$ cat src/rtl/rgb_matrix_scan.sv
// Row-scanned RGB LED matrix driver with per-channel PWM intensity and a clearable frame buffer.
// Define RGB_MATRIX_DOUBLE_BUFFER_EN to get front/back buffers that exchange at frame start.
module rgb_matrix_scan #(
    parameter int ROWS     = 8,
    parameter int COLS     = 8,
    parameter int SCAN_DIV = 12500,
    parameter int PWM_BITS = 2
) (
    input  logic                    CLK,
    input  logic                    reset,
    input  logic                    wr_en,
    input  logic [$clog2(ROWS)-1:0] wr_row,
    input  logic [$clog2(COLS)-1:0] wr_col,
    input  logic [3*PWM_BITS-1:0]   wr_rgb,
    input  logic                    clr,
`ifdef RGB_MATRIX_DOUBLE_BUFFER_EN
    input  logic                    swap,
    output logic                    swap_pending,
`endif
    output logic                    busy,
    output logic [$clog2(ROWS)-1:0] s,
    output logic [COLS-1:0]         OR,
    output logic [COLS-1:0]         OG,
    output logic [COLS-1:0]         OB,
    output logic                    EN,
    output logic                    frame_start
);
    localparam int ROW_W     = $clog2(ROWS);
    localparam int COL_W     = $clog2(COLS);
    localparam int DIV_W     = $clog2(SCAN_DIV);
    localparam int PIX_W     = 3 * PWM_BITS;
    localparam int PWM_STEPS = (1 << PWM_BITS) - 1;
    localparam logic [PWM_BITS-1:0] LAST_STEP = PWM_BITS'(PWM_STEPS - 1);
`ifdef RGB_MATRIX_DOUBLE_BUFFER_EN
    localparam int NBUF = 2;
`else
    localparam int NBUF = 1;
`endif

    typedef enum logic {BLANK, DRIVE} scan_state_t;

    scan_state_t         state;
    logic [PWM_BITS-1:0] step;
    logic [PWM_BITS-1:0] next_step;
    logic [DIV_W-1:0]    div_cnt;
    logic                tick;
    logic                frame_end;
    logic [ROW_W-1:0]    clr_row;
    logic                col_ok;
    logic                wr_ok;
    logic                front_bank;
    logic [COLS-1:0]     drv_r, drv_g, drv_b;
    logic [PIX_W-1:0]    row_pix  [COLS];
    logic [PIX_W-1:0]    bank_pix [NBUF][COLS];

    assign EN        = 1'b1;
    assign tick      = (div_cnt == DIV_W'(SCAN_DIV - 1));
    assign frame_end = tick && (state == DRIVE) && (step == LAST_STEP) && (s == ROW_W'(ROWS - 1));

    always_ff @(posedge CLK) begin
        if (reset)
            div_cnt <= '0;
        else if (tick)
            div_cnt <= '0;
        else
            div_cnt <= div_cnt + 1'b1;
    end

    // Only a non-power-of-2 column count can produce an out-of-range column index.
    if ((1 << COL_W) == COLS) begin : g_col_pow2
        assign col_ok = 1'b1;
    end else begin : g_col_range
        assign col_ok = ({1'b0, wr_col} < (COL_W + 1)'(COLS));
    end

    assign wr_ok = wr_en && !clr && !busy && col_ok;

    always_ff @(posedge CLK) begin
        if (reset) begin
            busy    <= 1'b0;
            clr_row <= '0;
        end else if (busy) begin
            clr_row <= clr_row + 1'b1;
            if (clr_row == ROW_W'(ROWS - 1))
                busy <= 1'b0;
        end else if (clr) begin
            busy    <= 1'b1;
            clr_row <= '0;
        end
    end

    for (genvar b = 0; b < NBUF; b++) begin : g_bank
        logic [PIX_W-1:0] mem [ROWS][COLS];
        logic             is_back;

        assign is_back = (NBUF == 1) || (front_bank != (b == 1));

        always_ff @(posedge CLK) begin
            if (reset) begin
                for (int r = 0; r < ROWS; r++)
                    for (int c = 0; c < COLS; c++)
                        mem[r][c] <= '0;
            end else if (busy && is_back) begin
                for (int c = 0; c < COLS; c++)
                    mem[clr_row][c] <= '0;
            end else if (wr_ok && is_back) begin
                mem[wr_row][wr_col] <= wr_rgb;
            end
        end

        for (genvar c = 0; c < COLS; c++) begin : g_col
            assign bank_pix[b][c] = mem[s][c];
        end
    end

`ifdef RGB_MATRIX_DOUBLE_BUFFER_EN
    // A swap requested during a clear waits for the first frame boundary after busy drops.
    always_ff @(posedge CLK) begin
        if (reset) begin
            front_bank   <= 1'b0;
            swap_pending <= 1'b0;
        end else begin
            if (frame_end && swap_pending && !busy)
                front_bank <= ~front_bank;
            if (swap)
                swap_pending <= 1'b1;
            else if (frame_end && !busy)
                swap_pending <= 1'b0;
        end
    end
`else
    assign front_bank = 1'b0;
`endif

    // Column drive for the step about to start, taken from the displayed row.
    always_comb begin
        next_step = (state == BLANK) ? '0 : step + 1'b1;
        drv_r     = '1;
        drv_g     = '1;
        drv_b     = '1;
        for (int c = 0; c < COLS; c++) begin
            row_pix[c] = front_bank ? bank_pix[NBUF-1][c] : bank_pix[0][c];
            drv_r[c]   = !(row_pix[c][PIX_W-1 -: PWM_BITS] > next_step);
            drv_g[c]   = !(row_pix[c][2*PWM_BITS-1 -: PWM_BITS] > next_step);
            drv_b[c]   = !(row_pix[c][PWM_BITS-1:0] > next_step);
        end
    end

    always_ff @(posedge CLK) begin
        if (reset) begin
            state       <= BLANK;
            step        <= '0;
            s           <= '0;
            OR          <= '1;
            OG          <= '1;
            OB          <= '1;
            frame_start <= 1'b0;
        end else begin
            frame_start <= 1'b0;
            if (tick) begin
                if (state == BLANK) begin
                    state <= DRIVE;
                    step  <= next_step;
                    OR    <= drv_r;
                    OG    <= drv_g;
                    OB    <= drv_b;
                end else if (step == LAST_STEP) begin
                    state       <= BLANK;
                    s           <= s + 1'b1;
                    OR          <= '1;
                    OG          <= '1;
                    OB          <= '1;
                    frame_start <= frame_end;
                end else begin
                    step <= next_step;
                    OR   <= drv_r;
                    OG   <= drv_g;
                    OB   <= drv_b;
                end
            end
        end
    end
endmodule

$ cat config.mk
export PLATFORM = sky130hd
export DESIGN_NAME = rgb_matrix_scan
export DESIGN_NICKNAME = d
export VERILOG_FILES = /design/src/rtl/rgb_matrix_scan.sv
export SDC_FILE = /design/constraint.sdc
export NUM_CORES = 1
export LEC_CHECK = 0
export BUFFER_PORTS_ARGS = -buffer_cell sky130_fd_sc_hd__buf_2
export CORE_UTILIZATION = 50
export CTS_BUF_LIST = sky130_fd_sc_hd__clkbuf_8
export CTS_CLUSTER_DIAMETER = 150
export DETAILED_ROUTE_END_ITERATION = 12
export PLACE_DENSITY_LB_ADDON = 0.1
export SLEW_MARGIN = 20
export SYNTH_ARGS = -nofsm -noshare
export SYNTH_HDL_FRONTEND = slang
export SYNTH_SLANG_ARGS = --single-unit
$ cat constraint.sdc
create_clock -name CLK -period 3.3 [get_ports CLK]
set_input_delay 0.165 -clock CLK [delete_from_list [all_inputs] [get_ports CLK]]
set_output_delay 0.165 -clock CLK [all_outputs]
set_load 0.05 [all_outputs]
==> results of run 1 <==
report_power, final:
| part | switching [uW] | internal, uW |
|---|---|---|
| logic | 410 | 205 |
| registers | 57.0 | 6180 |
| clock network | 2190 | 2530 |
worst paths after layout:
path,start,slack (ns),endpoint,cells past startpoint
min,wr_row[2],0.27,g_bank[0].mem[5][34],3
min reg2reg,div_cnt[0],0.44,div_cnt[0],1
max,busy,0.61,g_bank[0].mem[4][36],6
max reg2reg,busy,0.61,g_bank[0].mem[4][36],6
worst max-delay path, delay by kind of cell (launching register included):
family | cells | cell delay, ns
flip-flops | 1 | 0.43
buffers and inverters | 3 | 0.97
AND/OR/NAND/NOR | 2 | 0.38
AO/OA/AOI/OAI | 1 | 0.63
area by class of cell:
type | count | share of cell area, %
sequential | 436 | 55.3
multi-input combinational | 941 | 32.0
clock buffer | 90 | 5.44
timing repair buffer | 100 | 3.13
tap | 525 | 2.89
clock inverter | 41 | 0.841
inverter | 26 | 0.429
antenna | 1 | 0.0110
cells in the final DEF (no fill, tap or decap), drive strengths merged, types with 2 or more instances in the layout:
cell type    netlist  routed
nand3              8       8
clkinv             0      14
nor4b              4       4
nor2             406     406
a41oi              2       2
nand2b            13      13
a211o             24      24
mux2i             27      27
o21bai            32      32
o31a               5       5
o21ai              7       7
clkbuf            48      90
nand3b             2       2
buf               69      97
mux2              26      26
or4b               2       2
dlygate4sd3        0       3
ha                54      54
nor2b              7       7
xor2              10      10
a21o              59      59
a31oi              5       5
and2              10      10
a21oi             52      52
nand2             57      57
nor3b              4       4
edfxtp           384     384
mux4              96      96
and4               2       2
dfxtp             52      52
nand4              6       6
inv               26      52
o31ai              7       7
metal layers:
layer / GRT usage [%] / up-vias
met5: 0 / -
met4: 9.54 / 0
met3: 4.37 / 119
met2: 41.8 / 415
met1: 34.7 / 6402
li1: - / 5704
registers in the layout (all words and copies together), names as in the netlist, named ones only:
register	flops
busy	1
OB	8
OG	8
frame_start	1
div_cnt	14
g_bank.mem	384
clr_row	3
state	1
s	3
step	2
OR	8
metrics by stage:
stage | power [uW] | std cells | setup WS (ns)
6_report | 11600 | 2160 | 0.606
5_1_grt | 11900 | 2159 | 0.430
4_1_cts | 11700 | 2159 | 0.612
3_5_place_dp | 6960 | 2025 | 0.565
3_3_place_gp | 6940 | 2025 | 0.609
2_1_floorplan | 6740 | 1520 | 0.829
cell families (layout without fill, tap and decap cells):
group	Yosys count	count (layout)	synth area share [%]
flops	436	436	61.3
buf+inv	143	257	3.44
other cells	1	2	0.0183
xor+xnor	11	11	0.470
simple gates	528	528	11.3
fa+ha+maj	54	54	3.29
mux	149	149	13.3
compound gates	198	198	6.93
timing repair:
action / CTS / global route
hold buffers: 3 / 0
endpoints found under the hold margin: 8 / 0
endpoints found under the setup margin: 0 / 0
buffers inserted: 0 / 0
==> flow_summary.toml, run 1 <==
[floorplan]
die_w_um = 205
fp.coreArea_um2 = 40100
ios = 46
dieArea_um2 = 41800
die_y_um = 205
start_util_pct = 51.2
num_rows = 73

[run_status]
status = "finished clean"

[sta]
finalHoldViolCount = 0
relSlewSlack_pct = 39.6
tightest_slew_ns = 0.906
finalMaxSlewViolations = 0
finalCriticalPeriod_ns = 2.69
rsz0062_at_grt = "no"
setup_violations = 0
max_freq_ghz = 0.371
hold_slack_ns = 0.272
setup_tns_ns = 0
period_share_pct = 81.6
skew_ns = 0.0310

[worst_setup_path]
crit_arrival_ns = 3.07
cp-end-kind = "register"
crit_chain = "nor4b_4 > buf_4 > o31a_2 > buf_4 > buf_4 > nor2_1"
required_ns = 3.67
worstPathMaxFanout = 30
crit_path_frequent_cell = "buf_4"
max_stage_delay_ns = 0.63
cp-start-kind = "register"
slowest_stage = "o31a_2"
worstSetupPathType = "reg -> reg"

[finish]
regArea_um2 = 12600
multi_input_area_um2 = 7270
area_delta_synth_final_pct = 10.9
fillers = 3378
final_core_util_pct = 56.8
final_area_um2 = 22800
drive_gt1_share_pct = 24.0
fin_nets = 1651

[routing]
highest-signal-layer = "met4"
dr.pass1.iters = 5
drt-met1-wl_mm = 21.7
routed_wl_mm = 51.7
drtIter0Drc = 1235
num_vias = 12600
drc = 0
met3_length_mm = 3.23
drt.antenna.violating_nets = 0
viasPerCell = 5.85
wl_met2_mm = 25.2
wl_per_cell_um = 23.9

[synth]
ys_warn_count = 0
synth_seq_cells = 436
synthArstFlopShare_pct = 0
yosysMostFrequentCell = "edfxtp_1"
synthTopCellsByCount = "edfxtp_1, nor2_1, mux4_2"
yosysTopAreaCellShare_pct = 56.2
avgSynthCellArea_um2 = 13.5
synth_edf_count = 384
synth_seq_area_share_pct = 61.3
synth.distinct_cells = 56
synth_ff_type = "edfxtp_1"
ys_top_cells_by_area = "edfxtp_1, mux4_2, nor2_1, dfxtp_1, ha_1"
synth_cells = 1520
synth.net_count = 1590
synth_top_area_cell = "edfxtp_1"
synth_area_um2 = 20500

[grt]
grt_pass1_vias = 13000
grt_max_degree = 58
grt_pass1_wl_mm = 77.6
overflow = 0
grt_usage_pct = 25.7
grt_antenna_before_repair = 1

[cts]
clkLatencyLatePin_ns = 0.65
cts.path.max_buffers = 3
clk_pin_slew_ns = 0.06
clockRootBuffer = "clkbuf_8"
cts_buffers = 76
cts_sinks = 436
cts_tree = "yes"
cts_max_level = 3
cts_resized = 0

[place]
io_buffers = 44
dp_hpwl_mm = 32.5
place_area_um2 = 21300
gp_congestion = 0.794

[job]
max-cap-violations = 0

[power_and_ir_drop]
p_per_area_nw_per_um2 = 508
leakage_uw = 0.00788
ir_drop_mv = 0.339

[min_path]
hold_class = "in -> reg"
(Power assumes the default switching activity.)
==> run 2: changes to the inputs <==
--- a/config.mk
+++ b/config.mk
@@ -5,6 +5,7 @@
 export SDC_FILE = /design/constraint.sdc
 export NUM_CORES = 1
 export LEC_CHECK = 0
+export ABC_AREA = 1
 export BUFFER_PORTS_ARGS = -buffer_cell sky130_fd_sc_hd__buf_2
 export CORE_UTILIZATION = 50
 export CTS_BUF_LIST = sky130_fd_sc_hd__clkbuf_8
==> constraint.sdc (replaced) <==
create_clock -name CLK -period 2.3 [get_ports CLK]
set_input_delay 0.115 -clock CLK [delete_from_list [all_inputs] [get_ports CLK]]
set_output_delay 0.115 -clock CLK [all_outputs]
set_load 0.05 [all_outputs]
==> run 2 against run 1 <==
  * Synthesized cell count rose by 44%
  * Synthesized area is 2.6% higher
  * Hold slack lost 0.23 ns
  * First-iteration DRC count up 15%
  * Design area grew 4.0%
  * Utilization up 0.70 points
  * Die area is 2.6% higher
  * Largest cell class unchanged
  * Largest power group unchanged
==> flow_summary.toml, run 2 <==
[min_path]
whs_endpoint = "g_bank[0].mem[1][33]"
holdCritStartpoint = "wr_rgb[3]"
min_path_cells = 4
hold_class = "in -> reg"

[sta]
finalHoldViolCount = 0
max_freq_ghz = 0.451
hold_slack_ns = 0.0399
finalMaxSlewViolations = 0
skew_ns = 0.0269
period_share_pct = 96.3
relSlewSlack_pct = 66.2
finalCriticalPeriod_ns = 2.22
rsz0062_at_grt = "yes"
tightest_slew_ns = 0.506
setup_violations = 0

[floorplan]
die_w_um = 207
dieArea_um2 = 42900
num_rows = 74
ios = 46
start_util_pct = 51.1
fp.coreArea_um2 = 41200
die_y_um = 207

[synth]
synthTopCellsByCount = "nor2_1, edfxtp_1, o21ai_0"
synth_edf_count = 384
avgSynthCellArea_um2 = 9.62
yosysMostFrequentCell = "nor2_1"
synthArstFlopShare_pct = 0
synth_area_um2 = 21100
yosysTopAreaCellShare_pct = 54.8
synth_ff_type = "edfxtp_1"
synth.distinct_cells = 33
synth_top_area_cell = "edfxtp_1"
synth_cells = 2189
synth_seq_area_share_pct = 59.7
synth_seq_cells = 436
ys_top_cells_by_area = "edfxtp_1, nor2_1, o21ai_0, dfxtp_1, nand2_1"
synth.net_count = 2259
ys_warn_count = 0

[routing]
viasPerCell = 5.71
dr.pass1.iters = 5
num_vias = 16200
routed_wl_mm = 57.5
drtIter0Drc = 1420
drt.antenna.violating_nets = 0
drc = 0
wl_per_cell_um = 20.3

[cts]
cts_sinks = 436
cts_buffers = 74
cts_max_level = 3
clockRootBuffer = "clkbuf_8"
cts_tree = "yes"
cts.path.max_buffers = 3
clk_pin_slew_ns = 0.07
clkLatencyLatePin_ns = 0.64

[place]
dp_hpwl_mm = 33.3
io_buffers = 44
gp_congestion = 0.842

[finish]
reg.largest.list = "g_bank.mem (384), div_cnt (14)"
final_core_util_pct = 57.5
fin_nets = 2309
top_register = "g_bank.mem"
final_common_cell = "nor2_1"
area_delta_synth_final_pct = 12.4
mostFrequentLayoutCells = "nor2_1, edfxtp_1, o21ai_0, nand2_1, inv_1"
drive_gt1_share_pct = 13.4
largest_register_ffs = 384

[grt]
grt_max_degree = 74
grt_antenna_before_repair = 7
grt_pass1_vias = 15400
grt_usage_pct = 26.5
grt_pass1_wl_mm = 87.0
overflow = 0

[worst_setup_path]
cp-end-kind = "register"
r2r_end = "OR[1]"
slowest_stage = "dfxtp_4"
rr_worst_depth = 15
max_stage_delay_ns = 0.38
crit_chain = "buf_12 > buf_4 > clkbuf_16 > nor2_1 > nor2_1 > o21ai_0 > o21ai_0 > nand2_1 > nand2_1 > ha_1 > inv_1 > nor2_1 > o21ai_0 > o21ai_1 > nand2_1"
r2r_slack_ns = 0.08
crit_arrival_ns = 2.75
cp-start-kind = "register"
required_ns = 2.83
worstSetupPathType = "reg -> reg"
worstPathMaxFanout = 28

[power_and_ir_drop]
p_switching_uw = 4000
clkPwrFrac_pct = 39.0
swShare_pct = 24.6
leakage_uw = 0.00900
ir_drop_mv = 0.345
cell_internal_pwr_uw = 12200
p_seq_share_pct = 55.0
p_per_area_nw_per_um2 = 686
combPwrFrac_pct = 6.0

[job]
max-cap-violations = 0

[run_status]
status = "finished clean"
-- run 2: cell types whose count changed after synthesis, moves of 59 or more --
cell,before,now
clkbuf_1,48,108
mux4_2,96,0
o21ai_0,1,318
nor2_1,357,732
nand2_1,57,250
a21o_1,59,0
-- run 2: what timing repair did --
| action | 4_1_cts | 5_1_grt |
|---|---|---|
| hold endpoints to repair | 14 | 0 |
| hold buffers | 2 | 0 |
| setup buffers | 0 | 3 |
| gates resized for setup | 0 | 23 |
| endpoints found under the setup margin | 0 | 150 |
-- run 2: power groups by stage --
stage	combinational, uW	clock, uW	sequential, uW
final	971	6330	8940
after global routing	1060	6740	8960
after CTS	966	6430	8940
after detailed placement	959	0	9100
after global placement	943	0	9090
after floorplan	614	0	9070
-- run 2: worst max path at each step --
stage / from / end / slack, ns / cells past startpoint
6_report: register / OR[1] / 0.08 / 15
3_3_place_gp: step[0] / OB[6] / 0.11 / 10
3_5_place_dp: step[0] / OB[6] / 0.07 / 10
2_1_floorplan: busy / g_bank[0].mem[0][0] / 0.11 / 8
5_1_grt: register / OR[1] / -0.03 / 15
4_1_cts: step[0] / OB[6] / 0.06 / 10
-- run 2: worst max-delay path: cells and delay by family (launching register included) --
family	cells	cell delay (ns)
adders and majority gates	1	0.29
AOI/OAI and AO/OA	4	0.42
and+or+nand+nor	6	0.47
DFF	1	0.38
buffers and inverters	4	0.55
-- run 2: metrics by stage --
stage               setup WS [ns]  total power [uW]  area, um2  setup TNS (ns)  std cells
floorplan                   0.108              9690      21100               0       2189
global placement            0.106             10000      22200               0       2687
detailed placement         0.0677             10100      22200               0       2687
CTS                        0.0593             16300      23500               0       2818
global route              -0.0339             16800      23700         -0.0717       2824
finish                     0.0848             16200      23700               0       2827
-- run 2: area by class of cell --
class                   count  area, um2
repair buffers            122       1250
inverters                  58        225
flip-flops and latches    436      12600
diodes                      3       7.51
clock buffers              78       1070
fillers                  3603      17500
clock inverters            51        224
multi-input cells        1547       7640
well taps                 532        666
-- run 2: layer usage --
metal / global-route usage (%) / share of wire, % / routed length [um] / vias up
met5: 0 / 0.038 / 22 / -
met4: 9.11 / 2.3 / 1310 / 4
met3: 6.34 / 8.6 / 4960 / 100
met2: 42.5 / 47 / 27100 / 652
met1: 35.2 / 42 / 24100 / 7793
li1: - / - / - / 7602
-- run 2: cells by family after synthesis --
group / after synthesis / synth area share (%)
xor+xnor: 2 / 0.0832
compound gates: 402 / 9.99
buf+inv: 206 / 4.14
fa+ha+maj: 54 / 3.21
flops: 436 / 59.7
simple gates: 1088 / 22.8
other cells: 1 / 0.0178
==> run 3: changes to the inputs <==
--- a/config.mk
+++ b/config.mk
@@ -6,11 +6,12 @@
 export NUM_CORES = 1
 export LEC_CHECK = 0
 export ABC_AREA = 1
-export BUFFER_PORTS_ARGS = -buffer_cell sky130_fd_sc_hd__buf_2
+export CAP_MARGIN = 5
 export CORE_UTILIZATION = 50
 export CTS_BUF_LIST = sky130_fd_sc_hd__clkbuf_8
 export CTS_CLUSTER_DIAMETER = 150
 export DETAILED_ROUTE_END_ITERATION = 12
+export DONT_BUFFER_PORTS = 1
 export PLACE_DENSITY_LB_ADDON = 0.1
 export SLEW_MARGIN = 20
 export SYNTH_ARGS = -nofsm -noshare
==> run 3 against run 2 <==
  * Register-to-register slack improved by 0.03 ns
  * Combinational power about the same
  * Critical path depth decreased by 9
  * Clock power increased by 7.3%
  * Die area unchanged
  * Power increased by 2.9%
  * Hold slack improved by 0.0070 ns
  * Utilization increased by 0.62 points
  * Worst setup slack improved by 0.028 ns
  * Design area increased by 1.1%
  * Wire length increased by 1.2%
  * Largest power group unchanged
==> flow_summary.toml, run 3 (synthesis gave the netlist of run 2 again) <==
[run_status]
status = "finished clean"

[sta]
setup_violations = 0
finalHoldViolCount = 0
relSlewSlack_pct = 50.3
rsz0062_at_grt = "yes"
tightest_slew_ns = 0.745
finalCriticalPeriod_ns = 2.19
finalMaxSlewViolations = 0
period_share_pct = 95.1
max_freq_ghz = 0.457
fin_ws_ns = 0.113
skew_ns = 0.0354

[floorplan]
ios = 46
fp.coreArea_um2 = 41200
start_util_pct = 51.1
dieArea_um2 = 42900
num_rows = 74
die_w_um = 207
die_y_um = 207

[grt]
grt_usage_pct = 26.9
grt_pass1_vias = 15300
grt_max_degree = 84
grt_pass1_wl_mm = 87.8
grt_antenna_before_repair = 0
overflow = 0

[routing]
routed_wl_mm = 58.2
num_vias = 16000
drtIter0Drc = 1451
wl_per_cell_um = 20.6
drt.antenna.violating_nets = 0
drc = 0
viasPerCell = 5.67
dr.pass1.iters = 5

[power_and_ir_drop]
ir_drop_mv = 0.347
cell_internal_pwr_uw = 12700
p_seq_share_pct = 53.5
p_per_area_nw_per_um2 = 698
power_uw = 16700
clkPwrFrac_pct = 40.7
p_switching_uw = 3990
combPwrFrac_pct = 5.8
leakage_uw = 0.00911
swShare_pct = 23.9

[worst_setup_path]
worstSetupPathType = "reg -> reg"
crit_arrival_ns = 2.49
worstPathMaxFanout = 8
cp-start-kind = "register"
required_ns = 2.60
cp-end-kind = "register"
rr_worst_depth = 6

[cts]
cts_sinks = 436
clk_pin_slew_ns = 0.06
clockRootBuffer = "clkbuf_8"
cts.path.max_buffers = 3
clkLatencyLatePin_ns = 0.64
cts_tree = "yes"
cts_max_level = 3
cts_buffers = 75

[finish]
area_delta_synth_final_pct = 13.7
fillers = 3587
stdcell_count = 2821
mostFrequentLayoutCells = "nor2_1, edfxtp_1, o21ai_0, nand2_1, clkbuf_8"
drive_gt1_share_pct = 13.1
diodes = 0
largest_register_ffs = 384
top_register = "g_bank.mem"
reg.largest.list = "g_bank.mem (384), div_cnt (14)"
fin_nets = 2300
final_common_cell = "nor2_1"

[min_path]
min_path_cells = 2
hold_class = "in -> reg"

[place]
dp_hpwl_mm = 35.3
io_buffers = 0
gp_congestion = 0.854
place_inst = 2665
dp_slack_ns = -0.0145

[job]
max-cap-violations = 0
run 3: cell type report:
type	instances	area, um2	share of cell area [%]
clock buffer	85	1170	4.89
clock inverter	51	279	1.17
inverter	58	220	0.920
multi-input combinational	1547	7640	31.9
sequential	436	12600	52.6
tap	532	666	2.78
timing repair buffer	112	1370	5.71
run 3: worst max-delay path, stage by stage (launching register included):
cell and delay (ns):
dfxtp_1 0.46, buf_4 0.19, nand2_2 0.19, nand2_1 0.24, buf_4 0.26, nand4_2 0.22
nand2_1 0.29
run 3: worst paths after layout:
kind | from | to | slack (ns)
worst max-delay path | busy | g_bank[0].mem[5][25] | 0.11
worst min-delay path | wr_rgb[1] | g_bank[0].mem[0][1] | 0.05
worst max register to register | busy | g_bank[0].mem[5][25] | 0.11
worst min register to register | div_cnt[0] | div_cnt[0] | 0.46
run 3: power groups by stage:
stage,registers (uW),logic (uW),clock network [uW]
5_1_grt,8960,1060,7230
4_1_cts,8940,962,6880
2_1_floorplan,9070,614,0
3_5_place_dp,9100,930,0
6_report,8940,968,6790
3_3_place_gp,9100,911,0
run 3: through the flow:
| stage | TNS, ns | hold slack, ns | utilization (%) | instance area (um2) |
|---|---|---|---|---|
| 6_report | 0 | 0.0469 | 58.1 | 23900 |
| 5_1_grt | -0.0280 | 0.0517 | 58.1 | 23900 |
| 4_1_cts | 0 | 0.0243 | 57.7 | 23800 |
| 3_5_place_dp | -0.0865 | 0.195 | 53.9 | 22200 |
| 3_3_place_gp | 0 | 0.194 | 53.9 | 22200 |
| 2_1_floorplan | 0 | 0.306 | - | 21100 |
run 3: what timing repair did:
item,CTS,global route
cloned,0,3
pin swaps,0,1
hold buffers,9,0
gates resized for setup,1,19
setup endpoints to repair,6,13
hold endpoints to repair,60,0
buffers inserted,0,8
run 3: routing by layer:
layer  track usage [%]  routed length (um)
met5                 0                   0
met4              8.75                1330
met3              6.43                5410
met2              43.6               27100
met1              35.7               24400
